### config.mk
export PLATFORM = sky130hd
export DESIGN_NAME = alu_multicycle
export DESIGN_NICKNAME = d
export VERILOG_FILES = /design/src/rtl/alu_pkg.sv /design/src/rtl/alu_divider.sv /design/src/rtl/alu_multicycle.sv
export SDC_FILE = /design/constraint.sdc
export NUM_CORES = 1
export LEC_CHECK = 0
export ABC_AREA = 0
export CAP_MARGIN = 10
export CORE_ASPECT_RATIO = 1.4
export CORE_MARGIN = 10
export CORE_UTILIZATION = 45
export DETAILED_ROUTE_END_ITERATION = 7
export MAX_ROUTING_LAYER = met4
export PLACE_DENSITY = 0.59
export REMOVE_ABC_BUFFERS = 1
export SYNTH_ARGS = -nofsm -noshare
export SYNTH_HDL_FRONTEND = slang
export SYNTH_SLANG_ARGS = --single-unit
export TNS_END_PERCENT = 100
### constraint.sdc
create_clock -name clk -period 9.15 [get_ports clk]
set_clock_uncertainty 0.15 [all_clocks]
set_input_delay 1.83 -clock clk [delete_from_list [all_inputs] [get_ports clk]]
set_output_delay 1.83 -clock clk [all_outputs]
set_load 0.02 [all_outputs]
### src/rtl/alu_pkg.sv
// Shared definitions for the multi-cycle ALU: opcode encoding, FSM states
// and the helpers that decide how an opcode is executed.
package alu_pkg;

  // Opcode encoding, unchanged from the single-cycle ALU (DIVU is new)
  localparam logic [3:0] ALU_AND  = 4'b0000;
  localparam logic [3:0] ALU_OR   = 4'b0001;
  localparam logic [3:0] ALU_NAND = 4'b0010;
  localparam logic [3:0] ALU_NOR  = 4'b0011;
  localparam logic [3:0] ALU_XOR  = 4'b0100;
  localparam logic [3:0] ALU_ADD  = 4'b0101;
  localparam logic [3:0] ALU_SUB  = 4'b0110;
  localparam logic [3:0] ALU_SLT  = 4'b0111;
  localparam logic [3:0] ALU_SMT  = 4'b1000;
  localparam logic [3:0] ALU_MUL  = 4'b1001;
  localparam logic [3:0] ALU_REM  = 4'b1010;
  localparam logic [3:0] ALU_SLL  = 4'b1011;
  localparam logic [3:0] ALU_SRL  = 4'b1100;
  localparam logic [3:0] ALU_NOTA = 4'b1101;
  localparam logic [3:0] ALU_NOTB = 4'b1110;
  localparam logic [3:0] ALU_DIVU = 4'b1111;

  typedef enum logic [1:0] {
    IDLE = 2'd0,
    MUL  = 2'd1,
    DIV  = 2'd2,
    DONE = 2'd3
  } alu_state_t;

  // Opcodes that normally take XLEN iteration cycles
  function automatic logic is_iterative(input logic [3:0] op);
    return (op == ALU_MUL) || (op == ALU_REM) || (op == ALU_DIVU);
  endfunction

  // Opcodes that go through the divider (and can divide by zero)
  function automatic logic is_divide(input logic [3:0] op);
    return (op == ALU_REM) || (op == ALU_DIVU);
  endfunction

endpackage

### src/rtl/alu_divider.sv
// Iterative restoring unsigned divider. One quotient bit per cycle, XLEN
// cycles per division. `done` is high during the final iteration cycle and
// `quotient`/`remainder` carry the finished values in that same cycle, so the
// caller can register them on the edge that ends the iteration.
module alu_divider #(
  parameter int XLEN = 32
) (
  input  logic            clk,
  input  logic            rst_n,
  input  logic            start,
  input  logic [XLEN-1:0] dividend,
  input  logic [XLEN-1:0] divisor,
  output logic            done,
  output logic [XLEN-1:0] quotient,
  output logic [XLEN-1:0] remainder
);

  localparam int CW = $clog2(XLEN);

  logic            active;
  logic [CW-1:0]   cnt;
  logic [XLEN-1:0] rem_q;
  logic [XLEN-1:0] quo_q;
  logic [XLEN-1:0] dsr_q;
  logic [XLEN:0]   trial;
  logic [XLEN:0]   diff;
  logic [XLEN-1:0] rem_n;
  logic [XLEN-1:0] quo_n;

  // One restoring step: shift in the next dividend bit, try to subtract
  always_comb begin
    trial = {rem_q, quo_q[XLEN-1]};
    diff  = trial - {1'b0, dsr_q};
    rem_n = diff[XLEN-1:0];
    quo_n = {quo_q[XLEN-2:0], 1'b1};
    if (diff[XLEN]) begin
      rem_n = trial[XLEN-1:0];
      quo_n = {quo_q[XLEN-2:0], 1'b0};
    end
  end

  assign done      = active && (&cnt);
  assign quotient  = quo_n;
  assign remainder = rem_n;

  // Load on start, then iterate until the counter wraps
  always_ff @(posedge clk or negedge rst_n) begin
    if (!rst_n) begin
      active <= 1'b0;
      cnt    <= '0;
      rem_q  <= '0;
      quo_q  <= '0;
      dsr_q  <= '0;
    end else if (start) begin
      active <= 1'b1;
      cnt    <= '0;
      rem_q  <= '0;
      quo_q  <= dividend;
      dsr_q  <= divisor;
    end else if (active) begin
      rem_q <= rem_n;
      quo_q <= quo_n;
      cnt   <= cnt + 1'b1;
      if (&cnt) active <= 1'b0;
    end
  end

endmodule

### src/rtl/alu_multicycle.sv
// Execute-stage ALU with valid/ready handshakes. Simple ops finish in one
// cycle; MUL uses a shift-add loop and REM/DIVU a restoring divider, both
// XLEN cycles. Results are registered and held until consumed.
//
// Handshake: a request transfers on a rising edge where in_valid && in_ready
// && !flush; a result transfers on a rising edge where out_valid && out_ready.
// Result/Zero/DivByZero never change while out_valid && !out_ready.
module alu_multicycle
  import alu_pkg::*;
#(
  parameter int XLEN = 32,
  parameter int SHW  = $clog2(XLEN)
) (
  input  logic            clk,
  input  logic            rst_n,
  input  logic            in_valid,
  output logic            in_ready,
  input  logic [XLEN-1:0] A,
  input  logic [XLEN-1:0] B,
  input  logic [3:0]      ALUControl,
  input  logic            flush,
  output logic            out_valid,
  input  logic            out_ready,
  output logic [XLEN-1:0] Result,
  output logic            Zero,
  output logic            DivByZero,
  output logic            busy,
  output logic [1:0]      state_dbg
);

  alu_state_t      state;
  alu_state_t      state_next;
  alu_state_t      launch_state;
  logic            accept;
  logic            div_zero;
  logic [XLEN-1:0] simple_res;

  logic [XLEN-1:0] mul_cand;
  logic [XLEN-1:0] mul_plier;
  logic [XLEN-1:0] mul_acc;
  logic [XLEN-1:0] mul_acc_next;
  logic [SHW-1:0]  mul_cnt;
  logic            mul_last;

  logic [3:0]      op_q;
  logic            div_start;
  logic            div_done;
  logic [XLEN-1:0] div_quo;
  logic [XLEN-1:0] div_rem;

  logic [XLEN-1:0] result_q;
  logic            zero_q;
  logic            dbz_q;

  assign in_ready  = (state == IDLE) || ((state == DONE) && out_ready);
  assign out_valid = (state == DONE);
  assign busy      = (state == MUL) || (state == DIV);
  assign state_dbg = state;
  assign accept    = in_valid && in_ready && !flush;
  assign div_zero  = is_divide(ALUControl) && (B == '0);
  assign div_start = accept && (launch_state == DIV);
  assign Result    = result_q;
  assign Zero      = zero_q;
  assign DivByZero = dbz_q;

  // Single-cycle datapath; divide-by-zero results are produced here too
  always_comb begin
    simple_res = '0;
    case (ALUControl)
      ALU_AND:  simple_res = A & B;
      ALU_OR:   simple_res = A | B;
      ALU_NAND: simple_res = ~(A & B);
      ALU_NOR:  simple_res = ~(A | B);
      ALU_XOR:  simple_res = A ^ B;
      ALU_ADD:  simple_res = A + B;
      ALU_SUB:  simple_res = A - B;
      ALU_SLT:  simple_res = {{(XLEN-1){1'b0}}, ($signed(A) < $signed(B))};
      ALU_SMT:  simple_res = {{(XLEN-1){1'b0}}, ($signed(A) > $signed(B))};
      ALU_SLL:  simple_res = A << B[SHW-1:0];
      ALU_SRL:  simple_res = A >> B[SHW-1:0];
      ALU_NOTA: simple_res = ~A;
      ALU_NOTB: simple_res = ~B;
      ALU_REM:  simple_res = '0;
      ALU_DIVU: simple_res = '1;
      default:  simple_res = '0;
    endcase
  end

  // Where an accepted request goes: straight to DONE or into an iteration
  always_comb begin
    launch_state = DONE;
    if (is_iterative(ALUControl) && !div_zero) begin
      launch_state = (ALUControl == ALU_MUL) ? MUL : DIV;
    end
  end

  // Next-state logic; flush overrides everything
  always_comb begin
    state_next = state;
    if (flush) begin
      state_next = IDLE;
    end else begin
      case (state)
        IDLE:    if (accept) state_next = launch_state;
        MUL:     if (mul_last) state_next = DONE;
        DIV:     if (div_done) state_next = DONE;
        DONE:    if (out_ready) state_next = accept ? launch_state : IDLE;
        default: state_next = IDLE;
      endcase
    end
  end

  // State register
  always_ff @(posedge clk or negedge rst_n) begin
    if (!rst_n) state <= IDLE;
    else        state <= state_next;
  end

  // Shift-add step: add the multiplicand when the current multiplier bit is set
  assign mul_acc_next = mul_plier[0] ? (mul_acc + mul_cand) : mul_acc;
  assign mul_last     = (state == MUL) && (&mul_cnt);

  // Multiplier registers: load on accept, one multiplier bit per MUL cycle
  always_ff @(posedge clk or negedge rst_n) begin
    if (!rst_n) begin
      mul_cand  <= '0;
      mul_plier <= '0;
      mul_acc   <= '0;
      mul_cnt   <= '0;
      op_q      <= '0;
    end else if (accept) begin
      mul_cand  <= A;
      mul_plier <= B;
      mul_acc   <= '0;
      mul_cnt   <= '0;
      op_q      <= ALUControl;
    end else if (state == MUL) begin
      mul_cand  <= mul_cand << 1;
      mul_plier <= mul_plier >> 1;
      mul_acc   <= mul_acc_next;
      mul_cnt   <= mul_cnt + 1'b1;
    end
  end

  alu_divider #(.XLEN(XLEN)) u_divider (
    .clk       (clk),
    .rst_n     (rst_n),
    .start     (div_start),
    .dividend  (A),
    .divisor   (B),
    .done      (div_done),
    .quotient  (div_quo),
    .remainder (div_rem)
  );

  // Output registers: written only on the edge that enters DONE
  always_ff @(posedge clk or negedge rst_n) begin
    if (!rst_n) begin
      result_q <= '0;
      zero_q   <= 1'b1;
      dbz_q    <= 1'b0;
    end else if (!flush) begin
      if (accept && (launch_state == DONE)) begin
        result_q <= simple_res;
        zero_q   <= (simple_res == '0);
        dbz_q    <= div_zero;
      end else if (mul_last) begin
        result_q <= mul_acc_next;
        zero_q   <= (mul_acc_next == '0);
        dbz_q    <= 1'b0;
      end else if ((state == DIV) && div_done) begin
        result_q <= (op_q == ALU_REM) ? div_rem : div_quo;
        zero_q   <= (((op_q == ALU_REM) ? div_rem : div_quo) == '0);
        dbz_q    <= 1'b0;
      end
    end
  end

endmodule

==> run_results.csv <==
group,metric,value,unit
power,p_per_area,330.8,nW/um^2
power,seq_power_share,22.0,%
routing,drc_errors,0,
flow_run,drv_cap,0,
timing,finalSetupViolations,0,
synthesis,ys_ff_latch,243,
timing,max_freq,0.1197,GHz
status,status,"finished, final reports clean",
floorplanning,initial_utilization,45.51,%
worst_setup_path,required,9.52,ns
routing,drt_first_pass_iters,7,
routing,vias_per_cell,6.936,
placed_design,globalplace.congestion,1.097,
clock_tree,cts_buffers,28,
clock_tree,cts_tree,"done",
floorplanning,dieWidth,223.8,um
synthesis,synthSimpleGateAreaFrac,18.93,%
synthesis,synth-compound-area-share,26.33,%
synthesis,avgSynthCellArea,7.740,sq um
timing,tightest_slew,1.153,ns
worst_setup_path,criticalPathCategory,"input port to flop",
worst_setup_path,startpoint_type,"input port",
power,switching_share,50.74,%
power,p_sw,4.830,mW
synthesis,synth_edf_count,0,
synthesis,yosys.area.top_type,"dfrtp_1",
routing,postRouteAntennaNets,0,
timing,slew_headroom,22.34,%
synthesis,synth_cell_types,96,
floorplanning,rows,104,
global_routing,grt_first_pass_wirelength,189800,um
clock_tree,cts_resized,0,
global_routing,antenna_found_initial,3,
synthesis,synthArstFlopShare,100.0,%
layout,multi_input_area,18470,sq um
floorplanning,core_area,57520,sq um
worst_setup_path,worst-r2r-setup-slack,2.94,ns
timing,period_minus_slack,8.357,ns
clock_tree,cts.hold.buffers_added,0,
clock_tree,htree_levels,1,
clock_tree,clockBufferDepth,3,
layout,final_common_cell,"nand2_1",
synthesis,synth.cell_area,26180,sq um
synthesis,synth_top_family_by_area,"compound AO/OA/AOI/OAI gates",
global_routing,grt_use_met1,41.47,%
routing,wl,131100,um
synthesis,synth_xor_area_share,3.179,%
synthesis,synth_ff_type,"dfrtp_1",
floorplanning,die-area,68350,sq um
power,ir_drop,0.0001818,V
power,p_leak,11.94,nW
global_routing,grtUsageMet2,61.31,%
power,p_comb_share,65.5,%
worst_setup_path,cp_data_arrival_time,8.73,ns
clock_tree,path_clk_slew,0.06,ns
synthesis,yosysWarningCount,0,
synthesis,syn_inst,3382,
worst_setup_path,path_max_fanout,13,
layout,area.growth.synth_to_final,9.948,%
routing,drt_iter0_drc,3146,
layout,num-fill-cells,5602,
global_routing,first_global_vias,27888,
synthesis,synth_mux_area_share,13.48,%
synthesis,synthDominantCellAreaShare,23.14,%
power,p_int,4.689,mW
synthesis,ys_seq_area_share,23.24,%
floorplanning,die_y,305.4,um
worst_setup_path,end_kind,"flop",
synthesis,synth_area_leaders,"dfrtp_1 23%, mux2i_1 8.5%, ha_1 8.1%",
timing,tns,0,ns
layout,regArea,6087,sq um
placed_design,port_buffers,111,
routing,wl_per_cell,32.00,um
hold_path,whs_path_depth,2,
floorplanning,num_io_pins,112,
synthesis,synth_fa_ha_area_share,8.384,%
hold_path,min_path_type,"flop to flop",
layout,most-common-layout-cells,"372 x nand2_1, 308 x nor2_1, 275 x o21ai_0",
clock_tree,insertion_delay,0.60,ns
layout,drive_above_1_share,7.936,%
global_routing,met3_usage,6.772,%
power,clock_power_share,12.5,%
worst_setup_path,r2r_cells,17,
clock_tree,post-cts-setup-buffers,0,
layout,final_cells,4097,
clock_tree,cts_root_buf,"clkbuf_16",
routing,vias,28416,
layout,fin_nets,3576,
timing,hold_viol_final,0,
placed_design,hpwl,99650,um
global_routing,track_usage,37.81,%
timing,rsz0062_at_grt,"no",
global_routing,grt_max_degree,173,
placed_design,dp.cells,4042,
timing,period_share,91.33,%
global_routing,busiest_layer,"met2",
timing,slew_violations,0,
global_routing,grt_overflow,0,
clock_tree,cts_sinks,243,
-- cell families (layout without fill, tap and decap cells) --
logic type | after synthesis | after routing
xor gates and xnor gates | 95 | 95
muxes | 302 | 302
other | 0 | 3
DFF | 243 | 243
and+or+nand+nor | 1070 | 1070
AOI/OAI and AO/OA | 1074 | 1074
buffers and inverters | 425 | 395
adders and majority gates | 173 | 173
-- area by class of cell --
class | count | area share [%]
tap | 742 | 3.226
sequential | 243 | 21.15
multi-input combinational | 2714 | 64.18
timing repair buffer | 198 | 6.174
clock buffer | 37 | 2.835
antenna | 3 | 0.02609
clock inverter | 15 | 0.5130
inverter | 145 | 1.891
-- state kept, by name, indices dropped and copies added, names as in the netlist, 2 cells and up --
| register | flops |
|---|---|
| u_divider.cnt | 5 |
| op_q | 4 |
| mul_cnt | 5 |
| state_dbg | 2 |
| mul_acc | 32 |
| mul_plier | 32 |
| u_divider.rem_q | 32 |
| u_divider.quo_q | 32 |
| mul_cand | 32 |
| u_divider.dsr_q | 32 |
| Result | 32 |
-- per-stage QoR --
step	hold slack (ns)	setup slack (ns)	util, %	total power [mW]	cell area [sq um]
finish	0.3362	0.7934	50.04	9.519	28780
detailed placement	0.3219	0.6588	48.35	8.149	27810
CTS	0.3371	1.265	50.02	9.381	28770
global route	0.3623	1.174	50.03	10.12	28770
floorplan	0.3272	1.165	-	6.243	25030
global placement	0.3152	0.6724	48.34	7.980	27800
-- power by group through the flow --
stage          Combinational, mW  Clock [mW]  Sequential, mW
5_1_grt                     6.74        1.24            2.15
3_3_place_gp                5.91           0            2.07
2_1_floorplan               4.15           0            2.09
4_1_cts                     6.10        1.20            2.08
6_report                    6.24        1.19            2.10
3_5_place_dp                6.06           0            2.09
-- cells in the mapped netlist (11+ instances only) --
cell type / number
buf_2: 26
and3_1: 23
buf_4: 11
a2111oi_0: 11
a21oi_1: 236
or3_1: 16
nand3_1: 71
a221oi_1: 20
nand4_1: 35
nor2_1: 311
o21a_1: 16
or2_2: 11
o21ai_0: 275
a21o_1: 38
nand2b_1: 25
inv_1: 137
xor2_1: 34
a211o_1: 13
nor2b_1: 28
a31oi_1: 39
and2_1: 15
o211ai_1: 45
nand2_1: 372
xnor2_1: 61
o31ai_1: 32
o2111ai_1: 11
nor4_1: 35
clkbuf_1: 209
o21ai_1: 35
mux2i_1: 223
a211oi_1: 104
o22ai_1: 48
buf_1: 32
nor3_1: 67
o221ai_1: 13
dfrtp_1: 242
mux2_2: 33
ha_1: 169
mux4_2: 36
-- critical path, cell delays in order --
cell	delay, ns
clkdlybuf4s50_1	1.00
inv_1	0.13
ha_1	0.51
nor2_1	0.28
nand2_1	0.24
nor4_1	0.79
and3_1	0.47
a31oi_1	0.23
a2111oi_0	0.76
nand4_1	0.41
a211oi_1	0.80
nand4_1	0.46
nor4_1	0.36
nand2_1	0.15
a31oi_1	0.18
a31o_1	0.12
-- layer usage --
layer	vias to the layer above	part of all wire, %
met5	-	0
met4	0	8.3
met3	478	8.5
met2	1689	47
met1	13915	36
li1	12334	-
-- final timing paths --
kind / end / from
max: Zero / A[7]
min reg2reg: Result[21] / Result[21]
max reg2reg: Zero / u_divider.quo_q[31]
max in group asynchronous: u_divider.active / rst_n
min: Result[21] / Result[21]
min in group asynchronous: mul_cand[4] / rst_n
Note: power is estimated with default switching activity, not from simulation.
